## config.mk

```make
export PLATFORM = sky130hd
export DESIGN_NAME = tt_sweep_capture
export DESIGN_NICKNAME = d
export VERILOG_FILES = /design/src/rtl/tt_pkg.sv /design/src/rtl/tt_lat_pipe.sv /design/src/rtl/tt_sweep_capture.sv
export SDC_FILE = /design/constraint.sdc
export NUM_CORES = 1
export LEC_CHECK = 0
export ABC_CLOCK_PERIOD_IN_PS = 6300
export BUFFER_PORTS_ARGS = -buffer_cell sky130_fd_sc_hd__buf_4
export CORE_MARGIN = 1
export CORE_UTILIZATION = 40
export CTS_BUF_LIST = sky130_fd_sc_hd__clkbuf_16
export DETAILED_ROUTE_END_ITERATION = 6
export PLACE_DENSITY = 0.62
export SLEW_MARGIN = 10
export SYNTH_ARGS = -nofsm -noshare
export SYNTH_HDL_FRONTEND = slang
export SYNTH_SLANG_ARGS = --single-unit
```

## constraint.sdc

```tcl
create_clock -name clk -period 6.3 [get_ports clk]
set_input_delay 0.63 -clock clk [delete_from_list [all_inputs] [get_ports clk]]
set_output_delay 0.63 -clock clk [all_outputs]
set_load 0.05 [all_outputs]
```

## src/rtl/tt_pkg.sv

```systemverilog
// Shared constants and FSM state type for the truth-table sweep engine.
package tt_pkg;

    localparam int N_IN      = 7;
    localparam int N_MINTERM = 128;
    localparam int IDX_W     = 7;
    localparam int CNT_W     = 8;

    // Sweep controller states.
    typedef enum logic [1:0] {
        ST_IDLE  = 2'd0,
        ST_DRIVE = 2'd1,
        ST_DRAIN = 2'd2,
        ST_DONE  = 2'd3
    } tt_state_t;

endpackage : tt_pkg

```

## src/rtl/tt_lat_pipe.sv

```systemverilog
// Delay line for {valid, minterm index} tags. It matches the latency of the
// function block, so each f_in sample lines up with the minterm that produced
// it. At depth 0 it is a plain wire.
module tt_lat_pipe
    import tt_pkg::*;
#(
    parameter int DEPTH = 0
) (
    input  logic             clk,
    input  logic             rst,
    input  logic             in_valid_i,
    input  logic [IDX_W-1:0] in_idx_i,
    output logic             out_valid_o,
    output logic [IDX_W-1:0] out_idx_o
);

    generate
        if (DEPTH == 0) begin : g_wire
            assign out_valid_o = in_valid_i;
            assign out_idx_o   = in_idx_i;
        end else begin : g_pipe
            // Each stage holds {valid, index}. Stage 0 is the newest entry.
            logic [DEPTH-1:0][IDX_W:0] stage_q;

            // Shift register; reset clears every valid bit so no stale tag
            // can emerge after an aborted sweep.
            always_ff @(posedge clk or posedge rst) begin
                if (rst) begin
                    stage_q <= '0;
                end else begin
                    stage_q[0] <= {in_valid_i, in_idx_i};
                    for (int k = 1; k < DEPTH; k++) begin
                        stage_q[k] <= stage_q[k-1];
                    end
                end
            end

            assign out_valid_o = stage_q[DEPTH-1][IDX_W];
            assign out_idx_o   = stage_q[DEPTH-1][IDX_W-1:0];
        end
    endgenerate

endmodule : tt_lat_pipe

```

## src/rtl/tt_sweep_capture.sv

```systemverilog
// Truth-table sweep engine. It walks x through all 128 minterms of a 7-input
// function block and captures f_in into a truth table. The table is compared
// bit by bit against EXP_TT, and the engine reports the error count and the
// lowest failing minterm.
module tt_sweep_capture
    import tt_pkg::*;
#(
    parameter logic [N_MINTERM-1:0] EXP_TT  = 128'hfeeafce8fee8e880fee8e880e8c0a880,
    parameter int                   DUT_LAT = 0
) (
    input  logic                 clk,
    input  logic                 rst,
    input  logic                 start,
    output logic [N_IN-1:0]      x,
    input  logic                 f_in,
    output logic                 busy,
    output logic                 done,
    output logic [N_MINTERM-1:0] tt,
    output logic                 match,
    output logic [CNT_W-1:0]     err_cnt,
    output logic [IDX_W-1:0]     first_err,
    output logic                 err_valid
);

    // Last DRAIN count value; DRAIN is unreachable when DUT_LAT is 0.
    localparam logic [1:0] DRAIN_LAST = (DUT_LAT > 0) ? 2'(DUT_LAT - 1) : 2'd0;
    localparam logic [IDX_W-1:0] IDX_LAST = IDX_W'(N_MINTERM - 1);

    tt_state_t              state_q, state_d;
    logic [IDX_W-1:0]       idx_q, idx_d;
    logic [1:0]             drain_q, drain_d;
    logic [N_MINTERM-1:0]   tt_q, tt_d;
    logic [CNT_W-1:0]       err_cnt_q, err_cnt_d;
    logic [IDX_W-1:0]       first_err_q, first_err_d;
    logic                   err_valid_q, err_valid_d;
    logic                   match_q, match_d;

    logic                   issue_valid;
    logic                   cap_valid;
    logic [IDX_W-1:0]       cap_idx;
    logic                   cap_mismatch;

    // A minterm is issued on every DRIVE cycle.
    assign issue_valid = (state_q == ST_DRIVE);

    generate
        if (DUT_LAT == 0) begin : g_no_pipe
            assign cap_valid = issue_valid;
            assign cap_idx   = idx_q;
        end else begin : g_pipe
            tt_lat_pipe #(
                .DEPTH(DUT_LAT)
            ) u_lat_pipe (
                .clk        (clk),
                .rst        (rst),
                .in_valid_i (issue_valid),
                .in_idx_i   (idx_q),
                .out_valid_o(cap_valid),
                .out_idx_o  (cap_idx)
            );
        end
    endgenerate

    assign cap_mismatch = cap_valid && (f_in != EXP_TT[cap_idx]);

    // Next-state logic for the sweep FSM, plus capture and result accumulation.
    always_comb begin
        state_d     = state_q;
        idx_d       = idx_q;
        drain_d     = drain_q;
        tt_d        = tt_q;
        err_cnt_d   = err_cnt_q;
        first_err_d = first_err_q;
        err_valid_d = err_valid_q;
        match_d     = match_q;

        case (state_q)
            ST_IDLE: begin
                if (start) begin
                    state_d     = ST_DRIVE;
                    idx_d       = '0;
                    tt_d        = '0;
                    err_cnt_d   = '0;
                    first_err_d = '0;
                    err_valid_d = 1'b0;
                    match_d     = 1'b0;
                end
            end
            ST_DRIVE: begin
                idx_d = idx_q + 1'b1;
                if (idx_q == IDX_LAST) begin
                    drain_d = 2'd0;
                    state_d = (DUT_LAT > 0) ? ST_DRAIN : ST_DONE;
                end
            end
            ST_DRAIN: begin
                drain_d = drain_q + 1'b1;
                if (drain_q == DRAIN_LAST) begin
                    state_d = ST_DONE;
                end
            end
            ST_DONE: begin
                state_d = ST_IDLE;
            end
            default: begin
                state_d = ST_IDLE;
            end
        endcase

        // Capture: tags only emerge during DRIVE/DRAIN, so this never
        // collides with the clear on start.
        if (cap_valid) begin
            tt_d[cap_idx] = f_in;
        end
        if (cap_mismatch) begin
            err_cnt_d = err_cnt_q + 1'b1;
            if (!err_valid_q) begin
                first_err_d = cap_idx;
                err_valid_d = 1'b1;
            end
        end

        // The verdict uses the count after the final capture, so match is
        // already valid in the DONE cycle.
        if (state_d == ST_DONE) begin
            match_d = (err_cnt_d == '0);
        end
    end

    // State and result registers.
    always_ff @(posedge clk or posedge rst) begin
        if (rst) begin
            state_q     <= ST_IDLE;
            idx_q       <= '0;
            drain_q     <= 2'd0;
            tt_q        <= '0;
            err_cnt_q   <= '0;
            first_err_q <= '0;
            err_valid_q <= 1'b0;
            match_q     <= 1'b0;
        end else begin
            state_q     <= state_d;
            idx_q       <= idx_d;
            drain_q     <= drain_d;
            tt_q        <= tt_d;
            err_cnt_q   <= err_cnt_d;
            first_err_q <= first_err_d;
            err_valid_q <= err_valid_d;
            match_q     <= match_d;
        end
    end

    // Minterm drive: the counter during DRIVE, held at 127 while draining,
    // and 0 otherwise.
    always_comb begin
        x = '0;
        if (state_q == ST_DRIVE) begin
            x = idx_q;
        end else if (state_q == ST_DRAIN) begin
            x = IDX_LAST;
        end
    end

    assign busy      = (state_q == ST_DRIVE) || (state_q == ST_DRAIN);
    assign done      = (state_q == ST_DONE);
    assign tt        = tt_q;
    assign match     = match_q;
    assign err_cnt   = err_cnt_q;
    assign first_err = first_err_q;
    assign err_valid = err_valid_q;

endmodule : tt_sweep_capture

```

* Yosys cells after proc, flatten, opt, wreduce, memory -nomap -nowiden
Memory sizes are Yosys's and may differ from the RTL's. Index checks and enable logic that the tools add are counted.
Cells by class: equal/unequal tests 8, muxes and demuxes 31, order comparisons 2, div/mod/pow operators 0, multipliers 0, bitwise operators 0, shift-type cells 0, add/sub/neg operators 3, reductions and logical operators 13
Operators with widths (number):
- 2-to-1 mux 128 bit | 3
- bitwise mux 128 bit | 1
- 2-to-1 mux 7 bit | 7
- 2-to-1 mux 8 bit | 3
- case mux 7 bit (2 select lines) | 1
- 2-to-1 mux 1 bit | 9
- adder 8 x 1 -> 8 bit, second input constant | 1
- zero test 8 bit | 1
- less-than comparator 7 x 8 -> 1 bit, second input constant | 1
- 2-to-1 mux 2 bit | 4
- case mux 2 bit (4 select lines) | 1
- nonzero test 2 bit | 4
- adder 7 x 1 -> 7 bit, second input constant | 1
- demux 1 bit (select 7 bit) | 1
- == test 7 bit, second input constant | 1
- greater-or-equal comparator 7 x 1 -> 1 bit, second input constant | 1
- == test 2 bit, second input constant | 3
- AND reduction 2 bit | 3
- zero test 2 bit | 2
- case mux 2 bit (2 select lines) | 1
- adder 2 x 1 -> 2 bit, second input constant | 1
- == test 2 x 1 -> 1 bit, second input constant | 1
- logical AND 1 bit | 2
- inequality test 2 x 1 -> 1 bit, second input constant | 1
- other kinds (3) | 3
Word-level totals: flip-flop bits (word level) 156, output and inout port bits 154, memory bits (writable) 0, bits in latches 0, memories 1, logic and storage cells 66, ROM bits 128, input port bits 4
Memory list:
- (name not given) | words 128, width 1, rd ports 1, clocked after Yosys merged registers in 0, wr ports 0, RTL line tt_sweep_capture.sv:64 | assign cap_mismatch = cap_valid && (f_in != EXP_TT[cap_idx]);

* Longest topological paths before layout
Gate-level depths: netlist of the first run.
depth in word-level cells 7, gate-level depth with buffers 12, gate-level depth less buffers 10

* Worst setup path before layout of the first run
OpenSTA, ideal clock, no wires.
path type register to register, start point register idx_q[0] (netlist: cap_idx[0]), end point register err_cnt_q[6] (netlist: err_cnt[6]), cell stages (with the launch flop) 12, period minus slack after synthesis 2.567 ns, slack 3.733 ns, arrival time 2.420 ns, setup time 0.147 ns, data required time 6.153 ns, cell sequence dfrtp_1 -> ha_1 -> ha_1 -> or3_1 -> o31ai_1 -> a21oi_1 -> o2111ai_2 -> mux2_4 -> buf_2 -> and2_1 -> o21ai_0 -> o31ai_1
Between the ends: longest elaborated chain between the ends 5
Ends and longest elaborated chain:
- start: declaration | RTL line tt_sweep_capture.sv:30 | logic [IDX_W-1:0] idx_q, idx_d;
- start signal: assignment | RTL line tt_sweep_capture.sv:143 | idx_q <= idx_d;
- memory read (128 x 1 bit)
- 2-to-1 mux 1 bit (implied by the code) | RTL line tt_sweep_capture.sv:64
- inequality test 1 bit | RTL line tt_sweep_capture.sv:64
- logical AND 1 bit | RTL line tt_sweep_capture.sv:64
- 2-to-1 mux 8 bit | RTL line tt_sweep_capture.sv:115 | if (cap_mismatch) begin
- via err_cnt_d[6] | RTL line tt_sweep_capture.sv:33 | logic [CNT_W-1:0] err_cnt_q, err_cnt_d;
- end signal: assignment | RTL line tt_sweep_capture.sv:146 | err_cnt_q <= err_cnt_d;
- end: declaration | RTL line tt_sweep_capture.sv:33
The timed path passes the listed nets, and every way through them passes these cells. The select of a mux whose other input is x is not followed. A chain may end at the register's enable or synchronous reset.

* Worst setup path in the final report of the first run
start point register idx_q[0] (netlist: cap_idx[0]), end point register first_err_q[0] (netlist: first_err[0])
Between the ends: longest elaborated chain between the ends 5
Ends and longest elaborated chain:
- memory read (128 x 1 bit)
- 2-to-1 mux 1 bit (implied by the code) | RTL line tt_sweep_capture.sv:64
- inequality test 1 bit | RTL line tt_sweep_capture.sv:64
- logical AND 1 bit | RTL line tt_sweep_capture.sv:64
- 2-to-1 mux 7 bit (*) | RTL line tt_sweep_capture.sv:115
- via first_err_d[0] | RTL line tt_sweep_capture.sv:34 | logic [IDX_W-1:0] first_err_q, first_err_d;
- end signal: assignment | RTL line tt_sweep_capture.sv:147 | first_err_q <= first_err_d;
- end: declaration | RTL line tt_sweep_capture.sv:34
Mark *: on every way through the listed nets, which the timed path passes. The rest lies on a longest branch. The select of a mux whose other input is x is not followed.

==> results of run 1 <==
## cell type report
type	count	area, um^2
inverter	13	53.80
timing repair buffer	161	1209
tap	234	292.8
sequential	156	3904
multi-input combinational	617	3437
clock buffer	17	425.4
clock inverter	15	251.5
fill	1750	9133
## synthesized netlist by cell type, types with 2 or more instances
master	instances	area [um^2]
o31ai_1	5	37.54
o21ai_0	15	75.07
and2_1	3	18.77
xnor2_1	4	35.03
nor3_1	10	50.05
a32o_1	3	30.03
dfrtp_1	156	3904
nor2_1	32	120.1
o21ai_1	8	40.04
nand2_1	191	716.9
o211ai_1	128	960.9
mux2i_1	3	30.03
buf_2	3	15.01
clkbuf_1	54	202.7
ha_1	9	112.6
nand4_1	2	12.51
a21oi_1	9	45.04
nand2b_1	10	62.56
nor2b_1	8	50.05
and3_1	5	31.28
buf_1	6	22.52
nand3_1	146	730.7
buf_6	2	22.52
o311ai_1	2	17.52
or3_1	3	18.77
inv_1	13	48.80
## cells in the final DEF, fill, tap and decap left out, types with 9 or more instances in the layout
| master | synthesis | routed |
|---|---|---|
| nand2_1 | 191 | 190 |
| buf_4 | 1 | 161 |
| ha_1 | 9 | 9 |
| inv_1 | 13 | 13 |
| o21ai_0 | 15 | 15 |
| a21oi_1 | 9 | 9 |
| o211ai_1 | 128 | 128 |
| nor2_1 | 32 | 26 |
| nand2b_1 | 10 | 10 |
| clkbuf_16 | 0 | 17 |
| nand3_1 | 146 | 146 |
| dfrtp_1 | 156 | 156 |
## worst min path at each step
stage | slack (ns) | endpoint | start | depth (start not counted)
floorplan | 0.49 | drain_q[1] | drain_q[1] | 2
global placement | 0.50 | err_valid | err_valid | 1
detailed placement | 0.51 | drain_q[1] | drain_q[1] | 2
CTS | 0.45 | tt[113] | rst | 2
global route | 0.48 | tt[115] | rst | 2
finish | 0.42 | tt[114] | rst | 2
## routing by layer
metal / vias to the layer above / global-route usage (%) / wire length [um]
li1: 3282 / - / -
met1: 3537 / 36.78 / 11300
met2: 302 / 40.89 / 12130
met3: 41 / 4.889 / 1629
met4: 0 / 9.774 / 549
met5: - / 0 / 0
## kinds of logic (layout without fill, tap and decap cells)
group / count (synthesis) / after routing
AOI/OAI and AO/OA: 182 / 182
DFF: 156 / 156
muxes: 4 / 4
buffers and inverters: 79 / 206
adders and majority gates: 9 / 9
xor gates and xnor gates: 5 / 5
and+or+nand+nor: 417 / 417
## stage by stage
stage | instance area (um^2) | setup slack [ns] | hold WS (ns)
after floorplan | 7615 | 1.463 | 0.4857
after global placement | 8896 | 3.081 | 0.5043
after detailed placement | 8896 | 3.015 | 0.5111
after CTS | 9573 | 3.008 | 0.4482
after global routing | 9573 | 2.751 | 0.4841
final | 9573 | 2.999 | 0.4215
## report_power, final
part	switching [mW]	internal (mW)
logic	1.91	0.680
clock network	0.419	0.777
registers	0.307	1.25
## sequential cells by signal (all words and copies together) (netlist names)
signal	count
cap_idx	7
drain_q	2
err_cnt	8
err_valid	1
first_err	7
match	1
state_q	2
tt	128
==> impl_metrics.py, run 1 <==
metrics = {
    "outcome": {
        "outcome": "finished with violations",
        "violations": "design-rule violations",
    },
    "worst_setup_path": {
        "timing.critical_path.required_ns": 6.57,
        "worst-path-stages": 9,
        "ff2ff_path_depth": 9,
        "critPathLaunch": "cap_idx[0]",
        "r2r_end": "first_err[0]",
        "startpoint_type": "register",
        "cp_top_family": "simple AND/OR/NAND/NOR gates",
        "cp_slowest_stage_delay_ns": 0.62,
        "critPathKind": "reg -> reg",
        "cpMostUsedCell": "ha_1",
        "worstPathCellList": "ha_1 > ha_1 > or3_1 > o31ai_1 > a21oi_1 > o2111ai_2 > mux2_4 > nor2_1 > o21ai_0",
        "worstReg2RegStart": "cap_idx[0]",
        "cp-endpoint": "first_err[0]",
        "reg2reg_slack_ns": 3.00,
        "cp-end-kind": "register",
        "arrival_ns": 3.57,
        "worst-path-buf-inv": 0,
        "cp_max_fo": 22,
        "crit_slowest_cell": "nor2_1",
    },
    "cells_and_area": {
        "syn2layout_area_growth_pct": 25.71,
        "stdcell_count": 1213,
        "num_antenna_cells": 0,
        "drive_gt1_share_pct": 20.94,
        "finalNetCount": 979,
        "utilization_pct": 51.18,
    },
    "detailed_routing": {
        "route.detailed.drc": 1,
        "firstDrtPassIters": 7,
        "routed-via-count": 7162,
        "drt-total-wl_mm": 25.61,
        "ant_nets": 0,
        "via_per_inst": 5.904,
        "wl_per_cell_um": 21.11,
        "drt_iter0_markers": 752,
    },
    "clock_network": {
        "cts_made_buffers": 17,
        "root_buffer": "clkbuf_16",
        "hold_buffers": 0,
        "path_clk_slew_ns": 0.06,
        "cts_setup_buffers": 0,
        "cts.sink_count": 156,
        "cts_max_level": 4,
        "post_cts_resized": 0,
        "cts_tree": "done",
        "clockBufferDepth": 2,
        "clock_latency_ns": 0.43,
    },
    "logic_synthesis": {
        "synth.distinct_cells": 48,
        "synthesis.nets": 865,
        "synth_top_family_by_area": "simple AND/OR/NAND/NOR gates",
        "yosysWarningCount": 0,
        "synth_fa_ha_area_share_pct": 1.479,
        "synthFlopType": "dfrtp_1",
        "yosys.area_share.simple_pct": 24.58,
        "synth-edff-count": 0,
        "muxShareOfSynthArea_pct": 0.5915,
        "synth_xor_xnor_area_share_pct": 0.5751,
        "synth_area_um2": 7615,
        "synth_compound_area_share_pct": 17.32,
        "synthCells": 852,
        "seq_area_frac_synth_pct": 51.27,
        "ys_seq_elements": 156,
        "synthArstFlopShare_pct": 100.0,
        "syn_avg_cell_area_um2": 8.938,
    },
    "grt": {
        "grt-ovfl-total": 0,
        "antenna_found_initial": 0,
        "grt_max_degree": 106,
        "grt_first_pass_wirelength_mm": 39.41,
        "grtUsageTotal_pct": 26.37,
        "grt_pass1_vias": 6775,
    },
    "sta": {
        "fin_crit_sh_pct": 52.39,
        "setup_violations": 0,
        "period_minus_slack_ns": 3.301,
        "final_hold_viol_count": 0,
        "fin_tns_setup_ns": 0,
        "relSlewSlack_pct": 22.21,
        "fmax_mhz": 303.0,
        "tightest_slew_ns": 1.158,
        "rsz0062_at_grt": "false",
        "clock_skew_ns": 0.006921,
        "finalMaxSlewViolations": 0,
    },
    "min_path": {
        "hold_class": "in -> async",
    },
    "floorplanning": {
        "core_um2": 18710,
        "die_area_um2": 19590,
        "dieHeight_um": 140.0,
        "die_w_um": 140.0,
        "initial_core_util_pct": 40.71,
        "io_pins": 158,
        "rows": 50,
    },
    "placed_design": {
        "placedCellCount": 1181,
        "place.port_buffers": 157,
        "dpl.hpwl_mm": 15.56,
        "gp_congestion": 0.8323,
    },
    "pwr": {
        "irDropWorstVdd_mv": 0.3015,
        "p_leak_nw": 4.886,
        "total_power_mw": 5.336,
        "p_per_area_nw_per_um2": 557.4,
    },
    "job": {
        "max_cap_viol_count": 0,
    },
}
Power figures use the tool's default switching activity.
==> run 2: changes to the inputs <==
- ABC_CLOCK_PERIOD_IN_PS: 6300 -> 3000
- PLACE_DENSITY: 0.62 -> 0.65
- clock period: 6.3 -> 3 ns (I/O delays scaled with it)
==> run 2 against run 1 <==
Effect of this change: the flow now finishes without violations; non-clock buffer count up 47; first-iteration DRC count up 5.7%; fmax up 21%; critical endpoint is now match; largest power group unchanged; highest routed layer unchanged.
==> impl_metrics.py, run 2 (synthesized netlist as in run 1, its figures left out) <==
metrics = {
    "job": {
        "max_cap_viol_count": 0,
    },
    "sta": {
        "clock_skew_ns": 0.007766,
        "finalMaxSlewViolations": 0,
        "fin_crit_sh_pct": 90.90,
        "final_hold_viol_count": 0,
        "period_minus_slack_ns": 2.727,
        "setup_violations": 0,
        "relSlewSlack_pct": 29.85,
        "fmax_mhz": 366.7,
        "fin_tns_setup_ns": 0,
        "fin_ws_ns": 0.2729,
        "tightest_slew_ns": 1.050,
        "rsz0062_at_grt": "false",
    },
    "worst_setup_path": {
        "ff2ff_path_depth": 11,
        "cp-end-kind": "register",
        "crit_slowest_cell": "mux2_4",
        "arrival_ns": 3.08,
        "cp_max_fo": 22,
        "worst-path-stages": 11,
        "worstPathCellList": "buf_4 > inv_1 > ha_1 > inv_1 > a21oi_1 > a21oi_1 > o2111ai_2 > mux2_4 > mux2i_1 > a221o_1 > o21ai_1",
        "cp_slowest_stage_delay_ns": 0.43,
        "cp_top_family": "compound AO/OA/AOI/OAI gates",
        "startpoint_type": "register",
        "worst-path-buf-inv": 3,
        "critPathKind": "reg -> reg",
        "timing.critical_path.required_ns": 3.36,
    },
    "placed_design": {
        "gp_congestion": 0.8459,
        "place_ws_ns": 0.3158,
        "place.port_buffers": 157,
        "dpl.hpwl_mm": 16.72,
    },
    "cells_and_area": {
        "final_cell_mix": "buf_4, nand2_1, dfrtp_1",
        "layout_commonest_cell": "buf_4",
        "num_antenna_cells": 0,
        "drive_gt1_share_pct": 23.98,
        "finalNetCount": 1026,
        "largest_register_ffs": 128,
        "utilization_pct": 52.54,
        "syn2layout_area_growth_pct": 29.05,
        "n_fill_cell": 1737,
    },
    "grt": {
        "grt_first_pass_wirelength_mm": 39.90,
        "antenna_found_initial": 0,
        "grtUsageTotal_pct": 26.58,
        "grt_pass1_vias": 6855,
        "grt_util_met3_pct": 3.590,
        "grt_max_degree": 138,
        "grt_util_met2_pct": 41.13,
        "busiest_layer": "met2",
        "grt-ovfl-total": 0,
        "use_met1_pct": 38.16,
    },
    "floorplanning": {
        "io_pins": 158,
        "initial_core_util_pct": 40.71,
        "rows": 50,
        "dieHeight_um": 140.0,
        "die_w_um": 140.0,
        "core_um2": 18710,
        "die_area_um2": 19590,
    },
    "detailed_routing": {
        "via_per_inst": 5.856,
        "wl_per_cell_um": 20.47,
        "routed-via-count": 7379,
        "drt-total-wl_mm": 25.79,
        "firstDrtPassIters": 6,
        "route.detailed.drc": 0,
        "ant_nets": 0,
        "drt_iter0_markers": 795,
    },
    "outcome": {
        "outcome": "finished clean",
    },
    "pwr": {
        "p_per_area_nw_per_um2": 1130,
        "p_int_mw": 5.551,
        "p_sw_share_pct": 50.01,
        "p_comb_share_pct": 54.0,
        "seq_power_share_pct": 27.3,
        "p_leak_nw": 5.077,
        "power_switching_mw": 5.554,
        "clkPwrFrac_pct": 18.7,
        "irDropWorstVdd_mv": 0.6269,
    },
    "clock_network": {
        "cts_setup_buffers": 0,
        "cts_max_level": 4,
        "clock_latency_ns": 0.43,
        "cts_tree": "done",
        "cts_made_buffers": 17,
        "hold_buffers": 0,
        "root_buffer": "clkbuf_16",
        "path_clk_slew_ns": 0.06,
        "post_cts_resized": 0,
        "cts.sink_count": 156,
        "clockBufferDepth": 2,
    },
    "min_path": {
        "hold_class": "in -> async",
    },
}
-- run 2: cell count changes in the layout (fill, tap and decap cells not counted), sizes merged --
cell	previous run	this run
inv	14	15
clkinv	6	7
clkinvlp	1	4
buf	161	208
bufinv	7	2
-- run 2: final cells by class --
type                       instances  area (um^2)  share of cell area, %
clock inverter                    15        131.4                  1.337
timing repair buffer             208         1612                  16.40
inverter                          13        52.55                 0.5348
clock buffer                      17        425.4                  4.329
multi-input combinational        617         3410                  34.70
sequential                       156         3904                  39.72
tap                              234        292.8                  2.979
-- run 2: final timing paths --
path / from / to / slack [ns]
setup reg to reg: cap_idx[0] / match / 0.27
max in group asynchronous: rst / tt[63] / 2.13
hold / removal: rst / tt[113] / 0.11
min in group clk: start / match / 0.22
hold reg to reg: drain_q[1] / drain_q[1] / 0.52
setup / recovery: cap_idx[0] / match / 0.27
-- run 2: routing by layer --
metal  routed length [um]  share of wire [%]  up-vias
met5                    0                  0        -
li1                     -                  -     3368
met4                  500                1.9        0
met1                11280                 44     3635
met2                12130                 47      336
met3                 1875                7.3       40
-- run 2: power by group through the flow --
stage	Sequential [mW]	Clock, mW	Combinational (mW)
final	3.03	2.08	5.99
after global routing	3.09	2.19	6.31
after CTS	3.03	2.10	5.96
after detailed placement	3.06	0	5.94
after global placement	3.07	0	5.87
after floorplan	4.58	0	2.32
-- run 2: through the flow --
step,hold slack [ns],total power [mW],cell area [um^2],instances
after floorplan,0.4857,6.904,7619,852
after global placement,0.5012,8.939,9270,1228
after detailed placement,0.5112,8.998,9270,1228
after CTS,0.1360,11.08,9827,1260
after global routing,0.1716,11.59,9827,1260
final,0.1110,11.11,9827,1260
==> run 3: changes to the inputs <==
--- a/constraint.sdc
+++ b/constraint.sdc
@@ -3,2 +3,2 @@
 set_output_delay 0.3 -clock clk [all_outputs]
-set_load 0.05 [all_outputs]
+set_load 0.02 [all_outputs]
==> run 3 against run 2 <==
Effect of this change: clock skew shrank 0.00053 ns; register-to-register slack lost 0.04 ns; non-clock buffer count grew 2; fmax shrank 1.6%; total power shrank 9.8%; cell area grew 0.52%; core utilization grew 0.27 points; final cell count grew 0.16%; clock-buffer cell count is the same; highest routed layer unchanged.
==> impl_metrics.py, run 3 (synthesized netlist as in run 1, its figures left out) <==
metrics = {
    "outcome": {
        "outcome": "finished clean",
    },
    "placed_design": {
        "gp_congestion": 0.8834,
        "place_ws_ns": 0.2488,
        "placedCellCount": 1230,
        "place.port_buffers": 157,
        "place_area_um2": 9273,
        "dpl.hpwl_mm": 17.02,
    },
    "sta": {
        "relSlewSlack_pct": 34.43,
        "fin_ws_ns": 0.2280,
        "rsz0062_at_grt": "false",
        "tightest_slew_ns": 0.9836,
        "final_hold_viol_count": 0,
        "period_minus_slack_ns": 2.772,
        "timing.hold.ws_ns": 0.03985,
        "fmax_mhz": 360.7,
        "finalMaxSlewViolations": 0,
        "fin_crit_sh_pct": 92.40,
        "clock_skew_ns": 0.007241,
        "setup_violations": 0,
        "fin_tns_setup_ns": 0,
    },
    "detailed_routing": {
        "route.detailed.drc": 0,
        "drt_iter0_markers": 752,
        "drt-total-wl_mm": 25.42,
        "highest_layer": "met4",
        "met1_length_mm": 11.23,
        "via_per_inst": 5.765,
        "route.met3.wl_mm": 1.692,
        "ant_nets": 0,
        "routed-via-count": 7275,
        "wl_per_cell_um": 20.14,
        "firstDrtPassIters": 5,
        "met2_length_mm": 11.85,
    },
    "cells_and_area": {
        "num_antenna_cells": 0,
        "stdcell_count": 1262,
        "largest_register_ffs": 128,
        "layout_commonest_cell": "buf_4",
        "syn2layout_area_growth_pct": 29.72,
        "n_fill_cell": 1710,
        "drive_gt1_share_pct": 24.32,
        "design_area_um2": 9878,
        "final_cell_mix": "buf_4, nand2_1, dfrtp_1",
        "finalNetCount": 1028,
    },
    "grt": {
        "grt_max_degree": 97,
        "grtUsageTotal_pct": 26.84,
        "antenna_found_initial": 0,
        "grt_pass1_vias": 7138,
        "grt_first_pass_wirelength_mm": 40.49,
        "grt-ovfl-total": 0,
    },
    "worst_setup_path": {
        "ff2ff_path_depth": 11,
        "critPathKind": "reg -> reg",
        "worstReg2RegStart": "cap_idx[0]",
        "arrival_ns": 3.13,
        "reg2reg_slack_ns": 0.23,
        "cp-end-kind": "register",
        "startpoint_type": "register",
        "r2r_end": "match",
        "timing.critical_path.required_ns": 3.35,
        "cp_max_fo": 22,
    },
    "floorplanning": {
        "io_pins": 158,
        "initial_core_util_pct": 40.71,
        "die_w_um": 140.0,
        "rows": 50,
        "dieHeight_um": 140.0,
        "die_area_um2": 19590,
        "core_um2": 18710,
    },
    "pwr": {
        "p_comb_share_pct": 47.3,
        "seq_power_share_pct": 30.3,
        "p_int_mw": 5.695,
        "p_leak_nw": 5.102,
        "power_switching_mw": 4.320,
        "clkPwrFrac_pct": 22.3,
        "irDropWorstVdd_mv": 0.6011,
        "p_per_area_nw_per_um2": 1014,
        "p_sw_share_pct": 43.13,
    },
    "clock_network": {
        "cts_made_buffers": 17,
        "hold_buffers": 0,
        "clock_latency_ns": 0.43,
        "cts_tree": "done",
        "root_buffer": "clkbuf_16",
        "post_cts_resized": 0,
        "clockBufferDepth": 2,
        "path_clk_slew_ns": 0.06,
        "cts_setup_buffers": 0,
        "cts_max_level": 4,
        "cts.sink_count": 156,
    },
    "min_path": {
        "hold_class": "in -> async",
    },
    "job": {
        "max_cap_viol_count": 0,
    },
}
run 3: cell count changes in the layout (fill, tap and decap cells not counted), sizes merged:
cell / delta
inv: -2
buf: +2
bufinv: +2
run 3: worst max path at each step:
stage,to,cells past startpoint,from,slack (ns)
floorplan,err_cnt[6],11,cap_idx[0],0.45
global placement,match,10,cap_idx[0],0.36
detailed placement,match,11,cap_idx[0],0.25
CTS,match,11,cap_idx[0],0.21
global route,match,11,cap_idx[0],0.02
finish,match,11,cap_idx[0],0.23
run 3: power by group through the flow:
stage	Sequential (mW)	Clock, mW	Combinational [mW]
CTS	3.03	2.25	4.72
global placement	3.07	0	4.63
finish	3.04	2.24	4.74
detailed placement	3.06	0	4.70
floorplan	3.53	0	2.19
global route	3.09	2.37	5.11
run 3: metal layers:
layer	GRT usage (%)	vias up
li1	-	3378
met1	37.26	3550
met2	41.53	300
met3	5.641	47
met4	9.485	0
met5	0	-
run 3: worst max-delay path, stage by stage, from the launching register on:
cell	delay [ns]
dfrtp_1	0.35
buf_4	0.20
inv_1	0.11
ha_1	0.24
inv_1	0.08
a21oi_1	0.10
o311ai_1	0.36
o2111ai_2	0.19
mux2_4	0.44
mux2i_1	0.16
a221o_1	0.35
o21ai_1	0.12
run 3: area by class of cell:
class                   instances  area, um^2  area share (%)
flip-flops and latches        156        3904           39.52
multi-input cells             617        3410           34.52
repair buffers                210        1614           16.34
clock buffers                  17       425.4           4.307
well taps                     234       292.8           2.964
clock inverters                15       180.2           1.824
inverters                      13       52.55          0.5320
run 3: metrics by stage:
step | total power [mW] | util, %
floorplan | 5.718 | -
global placement | 7.694 | 49.57
detailed placement | 7.768 | 49.57
CTS | 10.01 | 52.81
global route | 10.56 | 52.81
finish | 10.01 | 52.81
